**config.mk**
```make
export PLATFORM = sky130hd
export DESIGN_NAME = apb4_rng
export DESIGN_NICKNAME = d
export VERILOG_FILES = /design/src/rtl/apb4_rng.sv
export SDC_FILE = /design/constraint.sdc
export NUM_CORES = 1
export LEC_CHECK = 0
export ABC_CLOCK_PERIOD_IN_PS = 1880
export BUFFER_PORTS_ARGS = -buffer_cell sky130_fd_sc_hd__buf_4
export CORE_AREA = 3 3 65 128
export DETAILED_ROUTE_END_ITERATION = 7
export DIE_AREA = 0 0 68 131
export MAX_ROUTING_LAYER = met4
export PLACE_DENSITY = 0.8
export SYNTH_ARGS = -nofsm -noshare
export SYNTH_HDL_FRONTEND = slang
export SYNTH_SLANG_ARGS = --single-unit
```
**constraint.sdc**
```tcl
create_clock -name clk_i -period 1.88 [get_ports clk_i]
set_input_delay 0.376 -clock clk_i [delete_from_list [all_inputs] [get_ports clk_i]]
set_output_delay 0.376 -clock clk_i [all_outputs]
set_load 0.005 [all_outputs]
```
**src/rtl/apb4_rng.sv**
```systemverilog
// APB4 pseudo-random number peripheral: CTRL/SEED/VAL registers around a 32-bit
// maximal-length Fibonacci LFSR. Zero wait states, never signals an error.
module apb4_rng #(
  parameter int unsigned APB_ADDR_WIDTH = 32,
  parameter int unsigned APB_DATA_WIDTH = 32,
  parameter logic [31:0] DEF_SEED       = 32'h0000_0001
) (
  input  logic                      clk_i,
  input  logic                      rst_n_i,
  input  logic [APB_ADDR_WIDTH-1:0] paddr,
  input  logic [2:0]                pprot,
  input  logic                      psel,
  input  logic                      penable,
  input  logic                      pwrite,
  input  logic [APB_DATA_WIDTH-1:0] pwdata,
  input  logic [3:0]                pstrb,
  output logic                      pready,
  output logic [APB_DATA_WIDTH-1:0] prdata,
  output logic                      pslverr
);

  localparam logic [1:0] ADDR_CTRL = 2'd0;
  localparam logic [1:0] ADDR_SEED = 2'd1;
  localparam logic [1:0] ADDR_VAL  = 2'd2;

  logic        r_en;
  logic [31:0] r_seed;
  logic [31:0] r_lfsr;

  logic [1:0]  w_word;
  logic        w_wr;
  logic        w_wr_ctrl;
  logic        w_wr_seed;
  logic [31:0] w_seed_merged;
  logic [31:0] w_lfsr_next;
  logic        w_unused;

  assign w_word    = paddr[3:2];
  assign w_wr      = psel & penable & pwrite;
  assign w_wr_ctrl = w_wr && (w_word == ADDR_CTRL);
  assign w_wr_seed = w_wr && (w_word == ADDR_SEED);
  assign w_unused  = ^{pprot, paddr[APB_ADDR_WIDTH-1:4], paddr[1:0]};

  assign w_lfsr_next = {r_lfsr[30:0], r_lfsr[31] ^ r_lfsr[21] ^ r_lfsr[1] ^ r_lfsr[0]};

  // Byte lanes not strobed keep the previous SEED contents
  always_comb begin
    w_seed_merged = r_seed;
    for (int i = 0; i < 4; i++) begin
      if (pstrb[i]) w_seed_merged[8*i +: 8] = pwdata[8*i +: 8];
    end
  end

  always_ff @(posedge clk_i or negedge rst_n_i) begin
    if (!rst_n_i) begin
      r_en   <= 1'b0;
      r_seed <= DEF_SEED;
      r_lfsr <= DEF_SEED;
    end else begin
      if (w_wr_ctrl && pstrb[0]) r_en <= pwdata[0];
      // A seed load overrides a same-cycle step; zero would lock the LFSR
      if (w_wr_seed) begin
        r_seed <= w_seed_merged;
        r_lfsr <= (w_seed_merged == 32'd0) ? DEF_SEED : w_seed_merged;
      end else if (r_en) begin
        r_lfsr <= w_lfsr_next;
      end
    end
  end

  always_comb begin
    prdata = '0;
    if (psel && !pwrite) begin
      case (w_word)
        ADDR_CTRL: prdata = APB_DATA_WIDTH'({31'd0, r_en});
        ADDR_SEED: prdata = APB_DATA_WIDTH'(r_seed);
        ADDR_VAL:  prdata = APB_DATA_WIDTH'(r_lfsr);
        default:   prdata = '0;
      endcase
    end
  end

  assign pready  = 1'b1;
  assign pslverr = 1'b0;

endmodule

```
==> impl_metrics.env <==
export IMPL_fin_crit_ps=1810
export IMPL_synth_edf_count=0
export IMPL_hold_viol_final=0
export IMPL_period_share=0.962
export IMPL_rsz0062_at_grt="no"
export IMPL_ant_nets=0
export IMPL_port_buffers=74
export IMPL_cp_required_ps=2150
export IMPL_n_antenna_cell=0
export IMPL_cts_tree="built"
export IMPL_std_cell_rows=45
export IMPL_worstPathArrival_ps=2080
export IMPL_cp_slowest_cell="or4_1"
export IMPL_finalNonFillerCells=548
export IMPL_grt_max_degree=57
export IMPL_overflow=0
export IMPL_nets=525
export IMPL_syn_area_mm2=0.00371
export IMPL_ys_flop_type="dfrtp_1"
export IMPL_post_cts_setup_buffers=0
export IMPL_synth_seq_cells=65
export IMPL_final_cell_mix="buf_4, dfrtp_1, nor2_1"
export IMPL_hpwlAfterDp_um=7020
export IMPL_placement_cell_area_mm2=0.00443
export IMPL_synth_cells=380
export IMPL_r2r_start="r_seed[27]$_DFFE_PN0P_"
export IMPL_critPathMaxStageDelay_ps=500
export IMPL_grt_use_total=0.247
export IMPL_yosysUniqueCellTypes=29
export IMPL_powerDensity_mw_per_mm2=1150
export IMPL_cap_violations=0
export IMPL_drv_slew=0
export IMPL_crit_buf_inv=0
export IMPL_h_tree_depth=3
export IMPL_ys_async_sr_fraction=1.00
export IMPL_final_common_cell="buf_4"
export IMPL_ctsResizeCount=0
export IMPL_ios=110
export IMPL_initial_core_util=0.492
export IMPL_drive_gt1_frac=0.308
export IMPL_status="completed"
export IMPL_syn_area_per_cell_um2=9.77
export IMPL_ctsLongestPathBuffers=2
export IMPL_cts_num_sinks=65
export IMPL_holdWs_ps=292
export IMPL_hold_class="in -> reg"
export IMPL_drtIter0Drc=219
export IMPL_rr_worst_depth=5
export IMPL_area_growth_synth_to_final_pct=27.8
export IMPL_start_kind="flip-flop"
export IMPL_setup_viol=0
export IMPL_die_height_um=131
export IMPL_vdd_drop_max_mv=0.816
export IMPL_grt_pass1_wl_um=15800
export IMPL_fmax_mhz=553
export IMPL_leakagePower_nw=2.15
export IMPL_worst_setup_path_end_kind="flip-flop"
export IMPL_antenna_found_initial=0
export IMPL_syn_num_nets=456
export IMPL_fin_worst_skew_ps=6.10
export IMPL_design_area_mm2=0.00474
export IMPL_hold_depth=2
export IMPL_viasPerCell=5.97
export IMPL_path_cells="or4_1, o22a_1, nor4_1, and3_1, o22a_2"
export IMPL_drc=0
export IMPL_yosys_warnings=0
export IMPL_critical_path_class="reg -> reg"
export IMPL_cts_root_buf="clkbuf_16"
export IMPL_hp_start="pwdata[24]"
export IMPL_grt_pass1_vias=3211
export IMPL_r2r_setup_slack_ps=70
export IMPL_crit_fanout=4
export IMPL_finalWirelength_um=9980
export IMPL_clk_pin_slew_ps=50
export IMPL_min_to="r_seed[24]$_DFFE_PN0P_"
export IMPL_path_delay_family="simple AND/OR/NAND/NOR gates"
export IMPL_die_x_um=68
export IMPL_core_area_mm2=0.00754
export IMPL_drt_first_pass_iters=5
export IMPL_r2r_end="r_lfsr[0]$_DFFE_PN1P_"
export IMPL_vias=3272
export IMPL_clock_latency_ps=330
export IMPL_die_area_mm2=0.00891
export IMPL_place_gp_congestion=0.819
export IMPL_placedCellCount=531
export IMPL_seq_area_frac_synth=0.439
export IMPL_cts_buffers_inserted=9
export IMPL_wl_per_cell_um=18.2
## worst max path at each step
stage / start / end / slack, ps / cells past startpoint
floorplan: pstrb[3] / r_lfsr[0]$_DFFE_PN1P_ / 210 / 6
global placement: pstrb[3] / r_lfsr[0]$_DFFE_PN1P_ / 30 / 6
detailed placement: pwdata[27] / r_lfsr[0]$_DFFE_PN1P_ / -10 / 6
CTS: r_seed[27]$_DFFE_PN0P_ / r_lfsr[0]$_DFFE_PN1P_ / 70 / 5
global route: r_seed[27]$_DFFE_PN0P_ / r_lfsr[0]$_DFFE_PN1P_ / 10 / 5
finish: r_seed[27]$_DFFE_PN0P_ / r_lfsr[0]$_DFFE_PN1P_ / 70 / 5
## cell usage after synthesis (2+ instances only)
cell type  instances  area [um^2]
dfrtp_1           63         1580
nor2_1            45          169
a21oi_1           41          205
a22oi_1           34          255
mux2i_1           33          330
nor2b_1           33          206
a211oi_1          31          233
mux2_2            29          327
clkbuf_1          18         67.6
nor3_1             9         45.0
nand2_1            7         26.3
buf_1              6         22.5
buf_2              6         30.0
nor4_1             5         31.3
xnor2_1            3         26.3
buf_4              2         15.0
conb_1             2         7.51
dfstp_2            2         52.6
## layout make-up
cell class	instances	area (um^2)
fill	650	2800
multi-input combinational	282	1950
sequential	65	1630
timing repair buffer	91	748
clock buffer	13	260
tap	94	118
clock inverter	3	40.0
## registers in the layout, indices dropped and copies added, names as in the netlist
register	count
r_en	1
r_lfsr	32
r_seed	32
## logic make-up (layout without fill, tap and decap cells)
family / count (synthesis) / count (layout) / synth area share
buffers and inverters: 33 / 107 / 0.0394
multiplexers: 62 / 62 / 0.177
AND/OR/NAND/NOR: 107 / 107 / 0.144
other: 2 / 2 / 0.00202
XOR/XNOR: 3 / 3 / 0.00708
flip-flops: 65 / 65 / 0.439
AO/OA/AOI/OAI: 108 / 108 / 0.192
## per-layer routing
metal  GRT usage  wire [um]  share of wire  vias to the layer above
li1            -          -              -                     1529
met1       0.259       3590           0.36                     1612
met2       0.422       5500           0.55                      107
met3      0.0530        519          0.052                       24
met4       0.124        377          0.038                        0
met5           -          0              0                        -
## where the power goes
part / switching (mW) / internal, mW
Clock: 0.575 / 1.09
Sequential: 0.439 / 1.88
Combinational: 0.690 / 0.788
## stage by stage
stage / total power, mW / TNS (ps) / worst slack, ps / util
global route: 5.79 / 0 / 14.4 / 0.629
global placement: 3.69 / 0 / 26.8 / 0.588
CTS: 5.49 / 0 / 74.3 / 0.629
detailed placement: 3.78 / -13.5 / -13.5 / 0.588
floorplan: 3.25 / 0 / 207 / -
finish: 5.47 / 0 / 71.9 / 0.629
## what timing repair did
item                                    in CTS  in global routing
endpoints found under the setup margin       0                  0
endpoints found under the hold margin       24                  0
hold buffers                                 1                  0
(Power assumes the default switching activity.)
